==> src/rtl/text_line_renderer_if.sv <==
// Signal bundle between the page/layout controller, the character RAM and
// character_renderer, as seen by text_line_renderer.
interface text_line_renderer_if #(
    parameter int X_W    = 8,
    parameter int Y_W    = 7,
    parameter int CHAR_W = 8,
    parameter int SIZE_W = 4,
    parameter int LEN_W  = 6
);
    logic              start;
    logic [LEN_W-1:0]  str_len;
    logic [X_W-1:0]    origin_x;
    logic [Y_W-1:0]    origin_y;
    logic [SIZE_W-1:0] size;

    logic [LEN_W-1:0]  mem_addr;
    logic [CHAR_W-1:0] mem_data;

    logic [CHAR_W-1:0] cr_char;
    logic [X_W-1:0]    cr_origin_x;
    logic [Y_W-1:0]    cr_origin_y;
    logic [SIZE_W-1:0] cr_size;
    logic              cr_enable;
    logic              cr_finished;

    logic              busy;
    logic              done;
    logic              clipped;

    // Sequencer view
    modport master (
        input  start, str_len, origin_x, origin_y, size, mem_data, cr_finished,
        output mem_addr, cr_char, cr_origin_x, cr_origin_y, cr_size, cr_enable,
               busy, done, clipped
    );

    // Environment view: controller, RAM and renderer
    modport slave (
        output start, str_len, origin_x, origin_y, size, mem_data, cr_finished,
        input  mem_addr, cr_char, cr_origin_x, cr_origin_y, cr_size, cr_enable,
               busy, done, clipped
    );
endinterface

==> src/rtl/text_line_renderer.sv <==
// Walks a string in the character RAM and issues one character_renderer draw per glyph.
// Optional: define TEXT_LINE_RENDERER_WRAP_EN to wrap right-edge overflow onto the next line.
//
// state    | meaning
// ---------+------------------------------------------------------------
// IDLE     | waiting for start; inputs captured when it arrives
// FETCH    | mem_addr = index presented to the character RAM
// LOAD     | RAM data registered into cr_char
// DECODE   | newline / bottom clip / right edge / space / draw decision
// DRAW     | cr_enable held high until cr_finished
// RELEASE  | one forced low cycle of cr_enable between glyphs
// NEXT     | index advance, end-of-string test
// DONE     | done pulse, busy drops
module text_line_renderer #(
    parameter int X_W      = 8,
    parameter int Y_W      = 7,
    parameter int CHAR_W   = 8,
    parameter int SIZE_W   = 4,
    parameter int LEN_W    = 6,
    parameter int FONT_W   = 5,
    parameter int FONT_H   = 7,
    parameter int SCREEN_W = 160,
    parameter int SCREEN_H = 120
) (
    input  logic                  clock,
    input  logic                  resetn,
    text_line_renderer_if.master  bus
);
    localparam int XS = X_W + 1;
    localparam int YC = Y_W + 1;
    // Extra bit on y sums so a saturated cursor plus a glyph height cannot wrap
    localparam int YS = Y_W + 2;

    localparam logic [CHAR_W-1:0] CH_NL    = CHAR_W'(8'h0A);
    localparam logic [CHAR_W-1:0] CH_SPACE = CHAR_W'(8'h20);
    localparam logic [YS-1:0]     Y_MAX    = YS'({YC{1'b1}});

    typedef enum logic [2:0] {
        S_IDLE,
        S_FETCH,
        S_LOAD,
        S_DECODE,
        S_DRAW,
        S_RELEASE,
        S_NEXT,
        S_DONE
    } state_t;

    state_t            state_q, state_d;

    logic [LEN_W-1:0]  len_q;
    logic [LEN_W-1:0]  index_q;
    logic [X_W-1:0]    ox_q;
    logic [SIZE_W-1:0] size_q;
    logic [XS-1:0]     cur_x_q;
    logic [YC-1:0]     cur_y_q;
    logic [CHAR_W-1:0] char_q;
    logic [X_W-1:0]    org_x_q;
    logic [Y_W-1:0]    org_y_q;
    logic [SIZE_W-1:0] cr_size_q;
    logic              enable_q;
    logic              busy_q;
    logic              done_q;
    logic              clipped_q;

    logic [XS-1:0]     glyph_w, adv_x;
    logic [YS-1:0]     glyph_h, adv_y, y_sum;
    logic [YC-1:0]     y_step;
    logic              is_nl, is_space, right_hit, bottom_hit, last_char;

    assign glyph_w    = XS'(size_q) * XS'(FONT_W);
    assign adv_x      = XS'(size_q) * XS'(FONT_W + 1);
    assign glyph_h    = YS'(size_q) * YS'(FONT_H);
    assign adv_y      = YS'(size_q) * YS'(FONT_H + 1);

    assign is_nl      = (char_q == CH_NL);
    assign is_space   = (char_q == CH_SPACE);
    assign right_hit  = (cur_x_q + glyph_w) > XS'(SCREEN_W);
    assign bottom_hit = (YS'(cur_y_q) + glyph_h) > YS'(SCREEN_H);
    assign last_char  = (index_q == (len_q - LEN_W'(1)));

    // Line feed saturates so repeated newlines still land below the screen
    assign y_sum      = YS'(cur_y_q) + adv_y;
    assign y_step     = (y_sum > Y_MAX) ? {YC{1'b1}} : y_sum[YC-1:0];

    always_ff @(posedge clock or negedge resetn) begin
        if (!resetn) begin
            state_q <= S_IDLE;
        end else begin
            state_q <= state_d;
        end
    end

    always_comb begin
        state_d = state_q;
        unique case (state_q)
            S_IDLE: begin
                if (bus.start) begin
                    state_d = (bus.str_len == '0) ? S_DONE : S_FETCH;
                end
            end
            S_FETCH:   state_d = S_LOAD;
            S_LOAD:    state_d = S_DECODE;
            S_DECODE: begin
                if (is_nl) begin
                    state_d = S_NEXT;
                end else if (bottom_hit) begin
                    state_d = S_DONE;
                end else if (right_hit) begin
`ifdef TEXT_LINE_RENDERER_WRAP_EN
                    state_d = S_DECODE;
`else
                    state_d = S_NEXT;
`endif
                end else if (is_space) begin
                    state_d = S_NEXT;
                end else begin
                    state_d = S_DRAW;
                end
            end
            S_DRAW: begin
                if (bus.cr_finished) begin
                    state_d = S_RELEASE;
                end
            end
            S_RELEASE: state_d = S_NEXT;
            S_NEXT:    state_d = last_char ? S_DONE : S_FETCH;
            S_DONE:    state_d = S_IDLE;
            default:   state_d = S_IDLE;
        endcase
    end

    always_ff @(posedge clock or negedge resetn) begin
        if (!resetn) begin
            len_q     <= '0;
            index_q   <= '0;
            ox_q      <= '0;
            size_q    <= '0;
            cur_x_q   <= '0;
            cur_y_q   <= '0;
            char_q    <= '0;
            org_x_q   <= '0;
            org_y_q   <= '0;
            cr_size_q <= '0;
            enable_q  <= 1'b0;
            busy_q    <= 1'b0;
            done_q    <= 1'b0;
            clipped_q <= 1'b0;
        end else begin
            done_q <= 1'b0;
            case (state_q)
                S_IDLE: begin
                    if (bus.start) begin
                        len_q     <= bus.str_len;
                        ox_q      <= bus.origin_x;
                        size_q    <= (bus.size == '0) ? SIZE_W'(1) : bus.size;
                        cur_x_q   <= XS'(bus.origin_x);
                        cur_y_q   <= YC'(bus.origin_y);
                        index_q   <= '0;
                        clipped_q <= 1'b0;
                        busy_q    <= 1'b1;
                    end
                end
                S_LOAD: char_q <= bus.mem_data;
                S_DECODE: begin
                    if (is_nl) begin
                        cur_x_q <= XS'(ox_q);
                        cur_y_q <= y_step;
                    end else if (bottom_hit) begin
                        clipped_q <= 1'b1;
                    end else if (right_hit) begin
`ifdef TEXT_LINE_RENDERER_WRAP_EN
                        cur_x_q <= XS'(ox_q);
                        cur_y_q <= y_step;
`endif
                    end else if (is_space) begin
                        cur_x_q <= cur_x_q + adv_x;
                    end else begin
                        // Both edge tests passed, so the cursor fits the output widths
                        org_x_q   <= cur_x_q[X_W-1:0];
                        org_y_q   <= cur_y_q[Y_W-1:0];
                        cr_size_q <= size_q;
                        enable_q  <= 1'b1;
                    end
                end
                S_DRAW: begin
                    if (bus.cr_finished) begin
                        enable_q <= 1'b0;
                        cur_x_q  <= cur_x_q + adv_x;
                    end
                end
                S_NEXT: index_q <= index_q + LEN_W'(1);
                S_DONE: begin
                    done_q <= 1'b1;
                    busy_q <= 1'b0;
                end
                default: ;
            endcase
        end
    end

    assign bus.mem_addr    = index_q;
    assign bus.cr_char     = char_q;
    assign bus.cr_origin_x = org_x_q;
    assign bus.cr_origin_y = org_y_q;
    assign bus.cr_size     = cr_size_q;
    assign bus.cr_enable   = enable_q;
    assign bus.busy        = busy_q;
    assign bus.done        = done_q;
    assign bus.clipped     = clipped_q;
endmodule
==> src/flat_wrapper.sv <==
// flat-port wrapper written by rule: the top's interface ports become plain ports
module text_line_renderer_flat 
#(
    parameter int X_W      = 8,
    parameter int Y_W      = 7,
    parameter int CHAR_W   = 8,
    parameter int SIZE_W   = 4,
    parameter int LEN_W    = 6,
    parameter int FONT_W   = 5,
    parameter int FONT_H   = 7,
    parameter int SCREEN_W = 160,
    parameter int SCREEN_H = 120
)
  (clock, resetn, bus_start, bus_str_len, bus_origin_x, bus_origin_y, bus_size, bus_mem_data, bus_cr_finished, bus_mem_addr, bus_cr_char, bus_cr_origin_x, bus_cr_origin_y, bus_cr_size, bus_cr_enable, bus_busy, bus_done, bus_clipped);
  text_line_renderer_if #(.X_W(X_W), .Y_W(Y_W), .CHAR_W(CHAR_W), .SIZE_W(SIZE_W), .LEN_W(LEN_W)) bus_i ();
  input  logic clock;
  input  logic resetn;
  input wire logic [$bits(bus_i.start)-1:0] bus_start;
  input wire logic [$bits(bus_i.str_len)-1:0] bus_str_len;
  input wire logic [$bits(bus_i.origin_x)-1:0] bus_origin_x;
  input wire logic [$bits(bus_i.origin_y)-1:0] bus_origin_y;
  input wire logic [$bits(bus_i.size)-1:0] bus_size;
  input wire logic [$bits(bus_i.mem_data)-1:0] bus_mem_data;
  input wire logic [$bits(bus_i.cr_finished)-1:0] bus_cr_finished;
  output wire logic [$bits(bus_i.mem_addr)-1:0] bus_mem_addr;
  output wire logic [$bits(bus_i.cr_char)-1:0] bus_cr_char;
  output wire logic [$bits(bus_i.cr_origin_x)-1:0] bus_cr_origin_x;
  output wire logic [$bits(bus_i.cr_origin_y)-1:0] bus_cr_origin_y;
  output wire logic [$bits(bus_i.cr_size)-1:0] bus_cr_size;
  output wire logic [$bits(bus_i.cr_enable)-1:0] bus_cr_enable;
  output wire logic [$bits(bus_i.busy)-1:0] bus_busy;
  output wire logic [$bits(bus_i.done)-1:0] bus_done;
  output wire logic [$bits(bus_i.clipped)-1:0] bus_clipped;
  assign bus_i.start = bus_start;
  assign bus_i.str_len = bus_str_len;
  assign bus_i.origin_x = bus_origin_x;
  assign bus_i.origin_y = bus_origin_y;
  assign bus_i.size = bus_size;
  assign bus_i.mem_data = bus_mem_data;
  assign bus_i.cr_finished = bus_cr_finished;
  assign bus_mem_addr = bus_i.mem_addr;
  assign bus_cr_char = bus_i.cr_char;
  assign bus_cr_origin_x = bus_i.cr_origin_x;
  assign bus_cr_origin_y = bus_i.cr_origin_y;
  assign bus_cr_size = bus_i.cr_size;
  assign bus_cr_enable = bus_i.cr_enable;
  assign bus_busy = bus_i.busy;
  assign bus_done = bus_i.done;
  assign bus_clipped = bus_i.clipped;
  text_line_renderer #(.X_W(X_W), .Y_W(Y_W), .CHAR_W(CHAR_W), .SIZE_W(SIZE_W), .LEN_W(LEN_W), .FONT_W(FONT_W), .FONT_H(FONT_H), .SCREEN_W(SCREEN_W), .SCREEN_H(SCREEN_H)) u_core (.clock(clock), .resetn(resetn), .bus(bus_i));
endmodule
==> config.mk <==
export PLATFORM = sky130hd
export DESIGN_NAME = text_line_renderer_flat
export DESIGN_NICKNAME = d
export VERILOG_FILES = /design/src/rtl/text_line_renderer_if.sv /design/src/rtl/text_line_renderer.sv /design/src/flat_wrapper.sv
export SDC_FILE = /design/constraint.sdc
export NUM_CORES = 1
export LEC_CHECK = 0
export ABC_CLOCK_PERIOD_IN_PS = 8100
export CAP_MARGIN = 5
export CORE_ASPECT_RATIO = 2
export CORE_UTILIZATION = 61
export CTS_BUF_LIST = sky130_fd_sc_hd__clkbuf_4
export DETAILED_ROUTE_END_ITERATION = 7
export HOLD_SLACK_MARGIN = 0.02
export PLACE_DENSITY = 0.89
export SKIP_LAST_GASP = 1
export SYNTH_ARGS = -nofsm -noshare
export SYNTH_HDL_FRONTEND = slang
export SYNTH_SLANG_ARGS = --single-unit
==> constraint.sdc <==
create_clock -name clock -period 8.1 [get_ports clock]
set_input_delay 1.62 -clock clock [delete_from_list [all_inputs] [get_ports clock]]
set_output_delay 1.62 -clock clock [all_outputs]
set_load 0.01 [all_outputs]
==> flow_metrics.env, run 1 <==
export IMPL_cp_start_kind="register"
export IMPL_cts_resized=0
export IMPL_postSynth_asyncResetShare_pct=100.0
export IMPL_critPathCaptureType="register"
export IMPL_cpPeakStageDelay_ns=0.60
export IMPL_numCtsBuffers=9
export IMPL_crit_buf_inv=3
export IMPL_antenna_found_initial=1
export IMPL_core_mm2=0.007657
export IMPL_ioPinCount=74
export IMPL_path_max_fanout=20
export IMPL_dieHeight_um=128.5
export IMPL_cpMaxStageDelayCell="dfrtp_1"
export IMPL_grt_usage_pct=30.97
export IMPL_die_x_um=65.23
export IMPL_h_tree_depth=3
export IMPL_grt_setup_unrepaired="no"
export IMPL_synth_area_leaders="dfrtp_1 (38%), ha_1 (9.7%), mux2_4 (5.8%)"
export IMPL_critPathKind="register to register"
export IMPL_synthCells=488
export IMPL_crit_required_ns=8.43
export IMPL_vias=3982
export IMPL_hold_buffers=0
export IMPL_start_util_pct=63.69
export IMPL_dieArea_mm2=0.008378
export IMPL_final_common_cell="dfrtp_1"
export IMPL_synthFlopType="dfrtp_1"
export IMPL_hold_viol=0
export IMPL_drive_gt1_share_pct=11.27
export IMPL_outcome="completed"
export IMPL_netlist_area_mm2=0.004877
export IMPL_synth_top_area_share_pct=38.48
export IMPL_grt_pass1_vias=4132
export IMPL_core_rowCount=45
export IMPL_final_setup_viol_count=0
export IMPL_cts_setup_buffers=0
export IMPL_clock_path_buffers=2
export IMPL_grt_pass1_wl_mm=19.26
export IMPL_cts_tree="yes"
export IMPL_overflow=0
export IMPL_clock_skew_ns=0.01142
export IMPL_clock_sinks=75
export IMPL_yosysWarningCount=0
export IMPL_clockRootBuffer="clkbuf_4"
export IMPL_drt_first_pass_iters=5
export IMPL_worstMarginPinSlew_ns=0.9296
export IMPL_area_growth_pct=19.22
export IMPL_clk_pin_slew_ns=0.12
export IMPL_crit_arrival_ns=4.68
export IMPL_post_synth_cell_area_avg_um2=9.994
export IMPL_wl_per_cell_um=18.07
export IMPL_synth_seq_cells=75
export IMPL_max_freq_ghz=0.2295
export IMPL_final_cell_mix="dfrtp_1 (75), clkdlybuf4s50_1 (72), nand2_1 (71)"
export IMPL_dpl_hpwl_mm=9.494
export IMPL_antenna_left=0
export IMPL_min_period_ns=4.357
export IMPL_synth_cell_type_count=57
export IMPL_numPortBuffers=73
export IMPL_crit_family="adder cells"
export IMPL_insertion_delay_ns=0.43
export IMPL_seq_area_frac_synth_pct=38.48
export IMPL_hp_class="register to register"
export IMPL_nets=650
export IMPL_synthesis_nets=575
export IMPL_cp_cell_sequence="inv_1 -> fa_1 -> fa_1 -> inv_1 -> ha_1 -> nand2b_1 -> a211oi_1 -> mux2_2 -> a31oi_2 -> nand2_1 -> nor3_4 -> buf_4 -> mux2_4"
export IMPL_drt_iter0_drc=253
export IMPL_routed_via_density=6.006
export IMPL_place_congestion=0.9276
export IMPL_max_cap_viol_count=0
export IMPL_setup_tns_ns=0
export IMPL_yosys_area_top_type="dfrtp_1"
export IMPL_max_slew_margin_pct=38.03
export IMPL_slew_viol_final=0
export IMPL_wl_mm=11.98
export IMPL_route_detailed_drc=0
export IMPL_grt_max_degree=76
export IMPL_synth_edff_count=0
export IMPL_post_route_period_util_pct=53.78
[kinds of logic after synthesis]
logic type / synth area share [%]
AND/OR/NAND/NOR: 14.47
adder cells (fa/ha/maj): 14.67
buffers and inverters: 4.130
multiplexers: 9.595
XOR/XNOR: 3.951
flip-flops: 38.48
AO/OA/AOI/OAI: 14.70
[cells in the mapped netlist (6+ instances only)]
| master | number |
|---|---|
| nand2b_1 | 6 |
| nand3_1 | 10 |
| ha_1 | 38 |
| mux2_4 | 19 |
| o21ai_0 | 34 |
| dfrtp_1 | 75 |
| fa_1 | 12 |
| inv_1 | 36 |
| xnor2_1 | 13 |
| mux2_2 | 9 |
| clkbuf_1 | 8 |
| nor2b_1 | 6 |
| nand2_1 | 71 |
| a21oi_1 | 28 |
| xor2_1 | 9 |
| nor2_1 | 22 |
| mux2i_1 | 7 |
[worst register-to-register path, stage by stage, from the launching register on]
cell and delay [ns]:
dfrtp_1 0.60, inv_1 0.19, fa_1 0.53, fa_1 0.51
inv_1 0.05, ha_1 0.35, nand2b_1 0.09, a211oi_1 0.24
mux2_2 0.37, a31oi_2 0.24, nand2_1 0.18, nor3_4 0.17
buf_4 0.38, mux2_4 0.35
[final timing paths]
kind | startpoint | to | slack [ns] | cells after the start
max reg2reg | u_core.size_q[1] | u_core.bus.cr_origin_y[4] | 3.74 | 13
min in group asynchronous | resetn | u_core.bus.cr_origin_y[4] | 1.39 | 2
max | u_core.size_q[1] | u_core.bus.cr_origin_y[4] | 3.74 | 13
min | u_core.ox_q[5] | u_core.ox_q[5] | 0.49 | 2
min reg2reg | u_core.ox_q[5] | u_core.ox_q[5] | 0.49 | 2
max in group asynchronous | resetn | u_core.ox_q[7] | 6.10 | 2
[registers in the layout (all words and copies together), names as in the netlist, 6 cells and up]
signal                  count
u_core.cur_y_q              8
u_core.ox_q                 8
u_core.bus.cr_origin_x      8
u_core.bus.cr_char          8
u_core.bus.mem_addr         6
u_core.len_q                6
u_core.cur_x_q              9
u_core.bus.cr_origin_y      7
[area by class of cell]
cell class                      instances  area [µm²]
Tap cell                               94       117.6
Inverter                               37       138.9
Antenna cell                            1       2.502
Fill cell                             557        1843
Timing Repair Buffer                   76       748.2
Multi-Input combinational cell        364        2799
Sequential cell                        75        1877
Clock inverter                          6       56.30
Clock buffer                           10       75.07
[metal layers]
layer	routed length [µm]	global-route usage [%]
met5	0	0
met4	765	20.72
met3	469	6.383
met2	6548	55.79
met1	4199	30.85
[per-stage QoR]
step / utilization, % / hold slack (ns) / std cells / setup WS, ns / cell area [µm²]
2_1_floorplan: - / 0.4446 / 488 / 4.273 / 4877
3_3_place_gp: 74.18 / 0.4564 / 646 / 3.920 / 5680
3_5_place_dp: 74.18 / 0.4633 / 646 / 3.801 / 5680
4_1_cts: 75.90 / 0.4920 / 662 / 3.758 / 5812
5_1_grt: 75.93 / 0.5179 / 663 / 3.543 / 5814
6_report: 75.93 / 0.4924 / 663 / 3.743 / 5814
Power of run 1 is not shown: default switching activity piles up to over one toggle a cycle in this logic, so the estimate is an artifact.
==> run 2: changes to the inputs <==
ABC_CLOCK_PERIOD_IN_PS = 3600   (was 8100)
CORE_UTILIZATION = 51   (was 61)
PLACE_DENSITY = 0.79   (was 0.89)
clock period = 3.6 ns   (was 8.1 ns; I/O delays follow)
==> run 2 against run 1 <==
Against the previous run:
- the flow now finishes with violations (design-rule violations, negative setup slack)
- die area grew 19%
- critical endpoint is now u_core.bus.cr_origin_y[5]
- non-clock buffer count grew 22
- first-iteration DRC count shrank 14%
- final cell count is 4.7% higher
- count of clock-buffer cells in the layout did not move
- via count rose by 2.0%
- final area up 4.0%
- worst setup slack worse by 3.9 ns
- maximum frequency rose by 17%
- hold slack worse by 0.091 ns
- sequential cell count unchanged
==> flow_metrics.env, run 2 (same netlist as run 1, synthesis figures left out) <==
export IMPL_outcome="finished with violations"
export IMPL_violations="design-rule violations, negative setup slack"
export IMPL_seq_area_mm2=0.001881
export IMPL_start_util_pct=52.32
export IMPL_grt_max_degree=76
export IMPL_utilization_pct=64.87
export IMPL_worstMarginPinSlew_ns=0.9364
export IMPL_clock_skew_ns=0.02111
export IMPL_cp_start_kind="register"
export IMPL_antenna_found_initial=1
export IMPL_slew_viol_final=0
export IMPL_final_cell_mix="clkdlybuf4s50_1 (72), dfrtp_1 (72), nand2_1 (70)"
export IMPL_dieArea_mm2=0.009982
export IMPL_route_detailed_drc=5
export IMPL_crit_arrival_ns=4.06
export IMPL_hold_buffers=0
export IMPL_critPathCaptureType="register"
export IMPL_numPortBuffers=73
export IMPL_place_congestion=0.9873
export IMPL_fillers=762
export IMPL_place_area_mm2=0.005899
export IMPL_insertion_delay_ns=0.44
export IMPL_grt_pass1_vias=4256
export IMPL_drt_iter0_drc=217
export IMPL_drive_gt1_share_pct=16.13
export IMPL_top_register="u_core.cur_x_q"
export IMPL_grt_setup_unrepaired="yes"
export IMPL_largest_reg_flops=9
export IMPL_core_rowCount=50
export IMPL_dieHeight_um=140.3
export IMPL_die_x_um=71.15
export IMPL_vias=4060
export IMPL_max_cap_viol_count=0
export IMPL_wl_mm=12.40
export IMPL_final_setup_viol_count=26
export IMPL_overflow=0
export IMPL_drt_first_pass_iters=8
export IMPL_area_growth_pct=23.99
export IMPL_h_tree_depth=3
export IMPL_pre_cts_ws_ns=-0.1269
export IMPL_wl_per_cell_um=17.86
export IMPL_hold_viol=0
export IMPL_critPathKind="register to register"
export IMPL_grt_usage_pct=26.78
export IMPL_final_area_mm2=0.006047
export IMPL_clock_path_buffers=2
export IMPL_worst_slack_ns=-0.1324
export IMPL_hp_class="primary input to asynchronous set/reset pin"
export IMPL_min_period_ns=3.732
export IMPL_clock_sinks=75
export IMPL_multiInputGateArea_mm2=0.002833
export IMPL_antenna_left=0
export IMPL_path_max_fanout=20
export IMPL_numCtsBuffers=9
export IMPL_ioPinCount=74
export IMPL_max_slew_margin_pct=37.57
export IMPL_routed_via_density=5.850
export IMPL_clockRootBuffer="clkbuf_4"
export IMPL_max_freq_ghz=0.2679
export IMPL_dpl_hpwl_mm=9.834
export IMPL_crit_required_ns=3.93
export IMPL_post_route_period_util_pct=103.7
export IMPL_nets=672
export IMPL_core_mm2=0.009321
export IMPL_grt_pass1_wl_mm=20.38
export IMPL_clk_pin_slew_ns=0.12
export IMPL_cts_tree="yes"
[run 2: layout make-up]
class,instances,area share [%]
multi-input combinational,364,46.84
clock inverter,5,0.9104
tap,104,2.152
clock buffer,10,1.241
inverter,37,2.297
sequential,75,31.10
timing repair buffer,98,15.41
antenna,1,0.04138
[run 2: path summary, 6_finish.rpt]
| kind | from | end | slack [ns] | cells past startpoint |
|---|---|---|---|---|
| hold / removal | resetn | u_core.len_q[4] | 0.40 | 1 |
| hold reg to reg | u_core.ox_q[0] | u_core.ox_q[0] | 0.49 | 2 |
| setup reg to reg | u_core.size_q[2] | u_core.bus.cr_origin_y[5] | -0.13 | 12 |
| setup / recovery | u_core.size_q[2] | u_core.bus.cr_origin_y[5] | -0.13 | 12 |
| max in group asynchronous | resetn | u_core.size_q[0] | 2.57 | 1 |
| min in group clock | u_core.ox_q[0] | u_core.ox_q[0] | 0.49 | 2 |
[run 2: worst max-delay path: stages (launching register included)]
cell,delay (ns)
dfrtp_2,0.45
fa_1,0.49
fa_1,0.54
inv_1,0.06
fa_2,0.33
nand2b_4,0.15
a211oi_2,0.26
mux2_4,0.34
a31oi_4,0.19
nand2_2,0.11
nor3_4,0.16
buf_12,0.23
mux2_4,0.31
[run 2: per-layer routing]
metal	global-route usage (%)	wire [µm]
met2	47.22	6708
met4	22.32	994
met3	3.237	400
met1	27.38	4294
met5	0	0
[run 2: what timing repair did]
item | CTS | global route
setup buffers | 1 | 0
pin swaps | 2 | 0
gates cloned | 0 | 0
endpoints found under the setup margin | 26 | 27
gates resized for setup | 2 | 0
[run 2: stage by stage]
stage | cells | setup TNS (ns) | hold WS [ns]
floorplan | 488 | 0 | 0.4244
global placement | 677 | -0.5306 | 0.4573
detailed placement | 677 | -2.231 | 0.4620
CTS | 693 | -2.770 | 0.4358
global route | 694 | -5.238 | 0.4767
finish | 694 | -2.467 | 0.4015
Power of run 2 is left out for the same reason.
==> run 3: changes to the inputs <==
ABC_CLOCK_PERIOD_IN_PS = 3900   (was 3600)
CELL_PAD_IN_SITES_DETAIL_PLACEMENT = 1   (was unset)
CELL_PAD_IN_SITES_GLOBAL_PLACEMENT = 2   (was unset)
CORE_UTILIZATION = 36   (was 51)
PLACE_DENSITY = unset   (was 0.79)
PLACE_DENSITY_LB_ADDON = 0.1   (was unset)
clock period = 3.9 ns   (was 3.6 ns; I/O delays follow)
==> run 3 against run 2 <==
Against the previous run:
- clock skew shrank 0.0038 ns
- worst setup slack gained 0.20 ns
- register-to-register slack gained 0.20 ns
- largest cell class unchanged
- non-clock buffer count shrank 4
- critical path type unchanged
- the run ends with design-rule violations left
- hold slack gained 0.064 ns
- wire length grew 12%
- critical path depth grew 1
==> flow_metrics.env, run 3 (same netlist as run 1, synthesis figures left out) <==
export IMPL_die_x_um=84.31
export IMPL_wl_mm=13.83
export IMPL_worstMarginPinSlew_ns=1.004
export IMPL_critPathKind="register to register"
export IMPL_grt_pass1_wl_mm=22.77
export IMPL_max_freq_ghz=0.2612
export IMPL_min_period_ns=3.829
export IMPL_max_cap_viol_count=0
export IMPL_core_rowCount=59
export IMPL_place_congestion=0.8140
export IMPL_clock_sinks=75
export IMPL_slew_viol_final=0
export IMPL_top_register="u_core.cur_x_q"
export IMPL_grt_usage_pct=20.80
export IMPL_clock_path_buffers=2
export IMPL_crit_required_ns=4.23
export IMPL_cts_tree="yes"
export IMPL_grt_setup_unrepaired="yes"
export IMPL_clk_pin_slew_ns=0.13
export IMPL_core_mm2=0.01314
export IMPL_violations="design-rule violations"
export IMPL_ioPinCount=74
export IMPL_start_util_pct=37.12
export IMPL_numCtsBuffers=9
export IMPL_fin_hold_ws_ns=0.4659
export IMPL_outcome="finished with violations"
export IMPL_antenna_left=0
export IMPL_insertion_delay_ns=0.43
export IMPL_grt_max_degree=76
export IMPL_crit_arrival_ns=4.15
export IMPL_dieArea_mm2=0.01405
export IMPL_final_common_cell="dfrtp_1"
export IMPL_critPathCaptureType="register"
export IMPL_area_growth_pct=26.91
export IMPL_routed_via_density=5.364
export IMPL_post_route_period_util_pct=98.17
export IMPL_path_max_fanout=8
export IMPL_drt_first_pass_iters=7
export IMPL_final_setup_viol_count=0
export IMPL_antenna_found_initial=1
export IMPL_dpl_hpwl_mm=10.67
export IMPL_final_cell_mix="dfrtp_1 (74), clkdlybuf4s50_1 (72), nand2_1 (70)"
export IMPL_hold_viol=0
export IMPL_route_detailed_drc=6
export IMPL_grt_pass1_vias=4471
export IMPL_nets=668
export IMPL_vias=3959
export IMPL_h_tree_depth=3
export IMPL_fillers=1496
export IMPL_cp_start_kind="register"
export IMPL_drive_gt1_share_pct=16.41
export IMPL_max_slew_margin_pct=33.04
export IMPL_drt_iter0_drc=136
export IMPL_largest_reg_flops=9
export IMPL_clock_skew_ns=0.01732
export IMPL_hp_class="primary input to asynchronous set/reset pin"
export IMPL_numPortBuffers=73
export IMPL_wl_per_cell_um=18.74
export IMPL_clockRootBuffer="clkbuf_4"
export IMPL_overflow=0
export IMPL_dieHeight_um=166.6
==> run 3: through the flow <==
step | setup TNS, ns | utilization [%] | setup WS [ns] | cell area [µm²] | instances
floorplan | 0 | - | 0.07346 | 4877 | 488
global placement | 0 | 44.47 | 0.04432 | 5843 | 714
detailed placement | -1.861 | 44.47 | -0.1125 | 5843 | 714
CTS | 0 | 46.53 | 0.01569 | 6115 | 734
global route | -0.1598 | 47.11 | -0.02354 | 6190 | 738
finish | 0 | 47.11 | 0.07132 | 6190 | 738
==> run 3: per-layer routing <==
metal,global-route usage (%),part of all wire [%],up-vias
li1,-,-,1897
met1,22.14,38,1977
met2,41.30,58,74
met3,3.320,2.5,11
met4,5.247,1.4,0
met5,0,0,-
==> run 3: worst max-delay path, cell delays in order, from the launching register on <==
cell and delay (ns):
dfrtp_2 0.46, fa_1 0.52, fa_1 0.54, inv_2 0.05, fa_2 0.34, nand2b_4 0.16, a211oi_4 0.23, mux2_4 0.34
a31oi_4 0.16, nand2_2 0.10, nor3_4 0.24, buf_12 0.15, buf_12 0.13, mux2_4 0.30
==> run 3: final timing paths <==
path                                  start                   endpoint  slack, ns  depth (start not counted)
max reg2reg                u_core.size_q[1]  u_core.bus.cr_origin_y[2]       0.07                         13
min in group clock           u_core.ox_q[1]             u_core.ox_q[1]       0.49                          2
max                        u_core.size_q[1]  u_core.bus.cr_origin_y[2]       0.07                         13
min                                  resetn  u_core.bus.cr_origin_x[3]       0.47                          1
min reg2reg                  u_core.ox_q[1]             u_core.ox_q[1]       0.49                          2
max in group asynchronous            resetn           u_core.size_q[1]       2.68                          1
==> run 3: cell type report <==
type                    instances  area (µm²)  share of cell area [%]
flip-flops and latches         75        1878                   30.34
repair buffers                 94       934.6                   15.10
clock buffers                   9       67.56                   1.092
inverters                      37       138.9                   2.244
clock inverters                 6       81.33                   1.314
diodes                          1       2.502                 0.04043
multi-input cells             364        2897                   46.80
well taps                     152       190.2                   3.073
==> run 3: timing repair <==
action,4_1_cts,5_1_grt
gates cloned,1,0
setup endpoints to repair,26,19
pin swaps,5,12
buffers inserted,4,4
hold buffers,0,0
resized for setup,11,11
Power of run 3 is left out for the same reason.
